File: src/rtl/scan_bus_master_pkg.sv
// scan_bus_master_pkg: shared FSM state type, default sizing and scan frame field offsets
package scan_bus_master_pkg;
  localparam int DEF_ADDR_W  = 11;
  localparam int DEF_DATA_W  = 32;
  localparam int DEF_TMO_CYC = 15;
  localparam int FRAME_W     = 1 + DEF_ADDR_W + DEF_DATA_W;
  localparam int WR_BIT      = FRAME_W - 1;
  localparam int ADDR_LSB    = DEF_DATA_W;
  typedef enum logic [1:0] {ST_IDLE, ST_REQ, ST_WAIT} state_t;
endpackage

File: src/rtl/scan_bus_master.sv
// scan_bus_master: deserialises a {wr, addr, data} scan frame and issues one scan bus transaction
module scan_bus_master
  import scan_bus_master_pkg::*;
#(
  parameter int ADDR_W  = DEF_ADDR_W,
  parameter int DATA_W  = DEF_DATA_W,
  parameter int TMO_CYC = DEF_TMO_CYC
) (
  input  logic              clk,
  input  logic              rst_n,
  input  logic              scan_in,
  input  logic              scan_shift_en,
  input  logic              scan_update,
  output logic              scan_out,
  output logic              txn_busy,
  output logic              txn_timeout,
  output logic              scan_ren,
  output logic              scan_wen,
  output logic [ADDR_W-1:0] scan_addr,
  output logic [DATA_W-1:0] scan_wdata,
  input  logic [DATA_W-1:0] scan_rdata,
  input  logic              scan_ready
);
  localparam int FW = 1 + ADDR_W + DATA_W;
  localparam int CW = $clog2(TMO_CYC + 1);
  state_t              r_state;
  state_t              w_nxt;
  logic [FW-1:0]       r_chain;
  logic [ADDR_W-1:0]   r_addr;
  logic [DATA_W-1:0]   r_wdata;
  logic                r_wr;
  logic                r_tmo;
  logic [CW-1:0]       r_cnt;
  logic                w_done;
  logic                w_to;
  logic                w_launch;
  logic                w_shift;
  assign w_launch    = (r_state == ST_IDLE) && scan_update;
  assign w_shift     = (r_state == ST_IDLE) && scan_shift_en && !scan_update;
  assign scan_out    = r_chain[0];
  assign txn_busy    = r_state != ST_IDLE;
  assign txn_timeout = r_tmo;
  assign scan_wen    = (r_state == ST_REQ) && r_wr;
  assign scan_ren    = (r_state == ST_REQ) && !r_wr;
  assign scan_addr   = r_addr;
  assign scan_wdata  = r_wdata;
  always_comb begin
    w_nxt  = r_state;
    w_done = 1'b0;
    w_to   = 1'b0;
    case (r_state)
      ST_IDLE: w_nxt = scan_update ? ST_REQ : ST_IDLE;
      ST_REQ: begin
        w_done = scan_ready;
        w_nxt  = scan_ready ? ST_IDLE : ST_WAIT;
      end
      ST_WAIT: begin
        w_to   = !scan_ready && (r_cnt == CW'(TMO_CYC - 1));
        w_done = scan_ready || w_to;
        w_nxt  = w_done ? ST_IDLE : ST_WAIT;
      end
      default: w_nxt = ST_IDLE;
    endcase
  end
  always_ff @(posedge clk or negedge rst_n) begin
    if (!rst_n) begin
      r_state <= ST_IDLE;
      r_chain <= '0;
      r_addr  <= '0;
      r_wdata <= '0;
      r_wr    <= 1'b0;
      r_tmo   <= 1'b0;
      r_cnt   <= '0;
    end else begin
      r_state <= w_nxt;
      r_cnt   <= (r_state == ST_WAIT) ? r_cnt + CW'(1) : '0;
      if (w_launch) begin
        r_addr  <= r_chain[FW-2:DATA_W];
        r_wdata <= r_chain[DATA_W-1:0];
        r_wr    <= r_chain[FW-1];
        r_tmo   <= 1'b0;
      end else if (w_done) begin
        r_addr  <= '0;
        r_wdata <= '0;
        r_tmo   <= w_to;
      end
      // read data is captured even on timeout: status sources never raise ready
      if (w_shift) r_chain <= {scan_in, r_chain[FW-1:1]};
      else if (w_done && !r_wr) r_chain[DATA_W-1:0] <= scan_rdata;
    end
  end
endmodule
File: config.mk
export PLATFORM = sky130hd
export DESIGN_NAME = scan_bus_master
export DESIGN_NICKNAME = d
export VERILOG_FILES = /design/src/rtl/scan_bus_master_pkg.sv /design/src/rtl/scan_bus_master.sv
export SDC_FILE = /design/constraint.sdc
export NUM_CORES = 1
export LEC_CHECK = 0
export CAP_MARGIN = 20
export CORE_MARGIN = 3
export CORE_UTILIZATION = 50
export DETAILED_ROUTE_END_ITERATION = 10
export PLACE_DENSITY = 0.85
export SYNTH_ARGS = -nofsm -noshare
export SYNTH_HDL_FRONTEND = slang
export SYNTH_SLANG_ARGS = --single-unit
export TNS_END_PERCENT = 1
File: constraint.sdc
create_clock -name clk -period 2.1 [get_ports clk]
set_input_delay 0.525 -clock clk [delete_from_list [all_inputs] [get_ports clk]]
set_output_delay 0.525 -clock clk [all_outputs]
set_load 0.02 [all_outputs]
# Word-level counts from Yosys, hierarchy flattened
# Cells that the tools add are included.
# classes
n_addsub	1
eq_ne	3
mux	15
reduce_logical	15
# op_table
op	n
32-bit two-way mux	4
11-bit two-way mux	2
1-bit logical AND	7
2-bit one-hot mux with 3 select lines	1
2-bit nonzero test	3
4-bit by 1-bit adder with 4-bit output (second input constant)	1
4-bit == test (second input constant)	1
1-bit two-way mux	4
2-bit two-way mux	2
4-bit two-way mux	1
1-bit zero test	3
2-bit by 1-bit == test with 1-bit output (second input constant)	1
2-bit == test (second input constant)	1
2-bit zero test	1
1-bit one-hot mux with 2 select lines	1
1-bit logical OR	1
# totals
reg_bits	95
inputBits	38
output_inout_bits	48
elab_cells	42

# Depth between registers and ports, before layout
# depth
ltp_word	7
mapped_depth	8
mapped_depth_nobuf	6

# Worst setup path after synthesis
# No wires, ideal clock.
# synth_path
path_kind	reg-to-reg
start	register r_state[0]
end	register r_chain[0]
setup_time_ps	77
arrival_ps	1653
t_required_ps	2023
setup_slack_ps	369
path_stages_with_launch	8
n_path_buf	1
period_less_slack_ps	1731
cell_sequence	dfrtp_1 inv_1 ha_1 inv_1 o41ai_4 buf_2 nor2_1 a21oi_1
# synth_between
elab_chain_cells	4
elab_cells_between_ends	9
classes_between	eq/ne (2); mux (2); reduce/logical (5)
# synth_lines
element	line	text
start: declaration	scan_bus_master.sv:26	state_t r_state;
start signal: assignment	scan_bus_master.sv:75	r_state <= w_nxt;
2-bit == test (tied with other cells)	scan_bus_master.sv:51	case (r_state)
1-bit one-hot mux with 2 select lines / 1-bit logical AND (equally long branches)	scan_bus_master.sv:51, scan_bus_master.sv:39	
1-bit logical AND, on equally long branches	scan_bus_master.sv:89, scan_bus_master.sv:39	
2-bit nonzero test (no source line) / 32-bit two-way mux (equally long branches)	n/a	
end signal: assignment	scan_bus_master.sv:88	if (w_shift) r_chain <= {scan_in, r_chain[FW-1:1]};
end signal: indexed assignment	scan_bus_master.sv:89	else if (w_done && !r_wr) r_chain[DATA_W-1:0] <= scan_rdata;
end: declaration	scan_bus_master.sv:28	logic [FW-1:0] r_chain;
# Parallel ways exist; a longest one is shown, timed or not.
# A chain may end at the register's enable or synchronous reset.

# Worst setup path in the final report
# layout_path
start	register r_state[0]
end	output port txn_busy
# layout_between
elab_chain_cells	1
# layout_lines
element	line	text
2-bit nonzero test	scan_bus_master.sv:41	assign txn_busy = r_state != ST_IDLE;
end: declaration	scan_bus_master.sv:15	output logic txn_busy,
# No other way between the ends.

==> reports/metrics.csv <==
stage,metric,value,unit
pwr,intPower,0.00479,W
layout,multi_input_area,1540,um^2
layout,ff_latch_area,2380,um^2
timing,worstMarginPinSlew,0.423,ns
pwr,power_frac_seq,0.434,
clock_tree,htreeDepth,3,
clock_tree,clockBufferDepth,2,
placed_design,place_inst,568,
job,maxCapViolCount,0,
grt,first_global_vias,3205,
floorplanning,die_x,95.8,um
logic_synthesis,netlist.area_leader.share,0.589,
grt,antenna_found_initial,0,
floorplanning,die-area,9180,um^2
pwr,ir_worst_vdd,0.745,mV
critical_path,reg2reg_depth,7,
logic_synthesis,syn_area_per_cell,10.2,um^2
logic_synthesis,synthesis.nets,439,
pwr,p_sw_frac,0.355,
clock_tree,cts.sinks,95,
clock_tree,cts_tree,built,
timing,timing.fmax,512,MHz
placed_design,port_buffers,85,
critical_path,critPathArrivalTime,1.43,ns
drt,drt_first_iter_violations,144,
layout,mostFrequentLayoutCell,dfrtp_1,
logic_synthesis,synth_area_leaders,"dfrtp_1 (59%), nand2_1 (8.4%), mux2i_1 (8.2%)",
floorplanning,ios,86,
logic_synthesis,ys_seq_elements,95,
clock_tree,path_clk_slew,0.09,ns
outcome,status,"complete, no violations",
grt,grt_pass1_wl,14800,um
layout,final_cell_mix,"dfrtp_1 (95), nand2_1 (90), clkdlybuf4s50_1 (81)",
pwr,clockPowerShare,0.196,
drt,drt-total-wl,9040,um
critical_path,required,1.57,ns
placed_design,gp_congestion,0.788,
layout,fin_util,0.685,
logic_synthesis,synth_area,4030,um^2
timing,setup-violations-final,0,
floorplanning,die_h,95.8,um
drt,viasPerCell,5.27,
drt,vias,3077,
timing,slew_violations,0,
layout,antenna_cells,0,
clock_tree,clock-root-buffer,clkbuf_8,
layout,areaGrowthSynthToFinish,31.9,%
grt,grt_overflow,0,
critical_path,cp-end-kind,output pin,
drt,wl_per_cell,15.5,um
logic_synthesis,seq_area_frac_synth,0.589,
timing,finClkSkew,0.0131,ns
logic_synthesis,post-synth-top-area-cell,dfrtp_1,
drt,remaining_drc_errors,0,
critical_path,crit_path_max_fanout,4,
grt,grtUsageTotal,0.210,
logic_synthesis,yosysWarnings,0,
critical_path,worst-r2r-setup-slack,0.23,ns
logic_synthesis,synthCells,395,
floorplanning,initial_core_util,0.519,
clock_tree,cts_buffers,9,
layout,drive_above_1_share,0.0892,
timing,layout_min_cycle_time,1.95,ns
clock_tree,cts_setup_buffers,0,
grt,grt_max_degree,65,
layout,fillers,606,
timing,whs,0.0896,ns
pwr,p_leak,2.49,nW
timing,grt_setup_unrepaired,no,
timing,post-route-period-util,0.929,
pwr,power_density,1400,nW/um^2
logic_synthesis,synth_cell_types,22,
floorplanning,num_rows,32,
drt,drt_pre_antenna_iters,6,
drt,final_antenna_net_count,0,
timing,setup-tns-final,0,ns
worst_hold_path,min_path_type,in2async,
floorplanning,core,7770,um^2
critical_path,cp-start-kind,register,
layout,fin_cells,584,
timing,hold_violations,0,
clock_tree,clk_latency,0.37,ns
pwr,p_comb_frac,0.371,
critical_path,worstReg2RegEnd,r_chain[29],
critical_path,r2r_start,r_state[0],
pwr,power.switching,0.00264,W
placed_design,dp_hpwl,5990,um
pwr,total_power,0.00743,W
timing,slew_headroom,0.718,
critical_path,path_class,reg2out,
layout,nets,521,
-- state kept, by name (all words and copies together), names as in the netlist --
name / flops
r_state: 2
scan_addr: 11
r_cnt: 4
r_wr: 1
scan_wdata: 32
txn_timeout: 1
r_chain: 44
-- metal layers --
| metal | track usage | vias up | part of all wire |
|---|---|---|---|
| met3 | 0.0477 | 14 | 0.042 |
| met2 | 0.352 | 81 | 0.51 |
| met5 | 0 | - | 0 |
| met4 | 0.0794 | 0 | 0.018 |
| li1 | - | 1478 | - |
| met1 | 0.267 | 1504 | 0.43 |
-- repair_timing --
item / 4_1_cts / 5_1_grt
pin swaps: 0 / 0
hold buffers: 0 / 0
gates resized for setup: 3 / 4
endpoints found under the setup margin: 3 / 2
-- Yosys cell counts --
library cell / number
nand2_1: 90
dfrtp_1: 95
a31oi_1: 1
nand3_1: 2
xor2_1: 1
a21oi_1: 34
nor3_1: 1
xnor2_1: 1
mux2i_1: 33
o41ai_4: 1
and2_1: 5
ha_1: 6
buf_2: 11
nor2_1: 35
nand2b_1: 1
nand3b_1: 1
inv_1: 5
nor2b_1: 3
a2bb2oi_1: 1
o21ai_0: 43
clkbuf_1: 13
mux2_2: 12
-- final cells by class --
type | instances | share of cell area
sequential | 95 | 0.447
multi-input combinational | 271 | 0.289
timing repair buffer | 95 | 0.190
clock buffer | 11 | 0.0266
tap | 102 | 0.0240
clock inverter | 5 | 0.0198
inverter | 5 | 0.00353
-- worst max-delay path, cell delays in order, from the launching register on --
cell	delay, ns
dfrtp_1	0.39
inv_1	0.08
ha_1	0.23
inv_1	0.06
dlygate4sd2_1	0.32
-- kinds of logic (layout without fill, tap and decap cells) --
kind of cell	count (synthesis)	count (layout)	share of synthesized area
AO/OA/AOI/OAI	80	80	0.106
AND/OR/NAND/NOR	138	138	0.136
multiplexers	45	45	0.115
flip-flops	95	95	0.589
buffers and inverters	29	116	0.0304
adder cells (fa/ha/maj)	6	6	0.0186
XOR/XNOR	2	2	0.00434
-- worst max path at each step --
stage               slack, ns  cells past startpoint           to  startpoint
CTS                     0.003                      4     scan_ren  r_state[1]
global route             0.08                      4     txn_busy  r_state[0]
floorplan                0.37                      7   r_chain[0]  r_state[0]
detailed placement      -0.05                      6  r_chain[29]  scan_ready
finish                   0.15                      4     txn_busy  r_state[0]
global placement         0.02                      6   r_chain[9]  scan_ready
-- power groups by stage --
stage | sequential, W | clock (W) | combinational [W]
finish | 0.00322 | 0.00145 | 0.00275
global route | 0.00333 | 0.00154 | 0.00301
CTS | 0.00322 | 0.00147 | 0.00279
detailed placement | 0.00325 | 0 | 0.00279
global placement | 0.00322 | 0 | 0.00269
floorplan | 0.00363 | 0 | 0.000992
-- stage by stage --
step	setup WS [ns]	cell area [um^2]
after detailed placement	-0.0530	5080
after floorplan	0.369	4030
after CTS	0.00340	5330
after global placement	0.0247	5080
after global routing	0.0804	5320
final	0.148	5320
(Power assumes the default switching activity.)
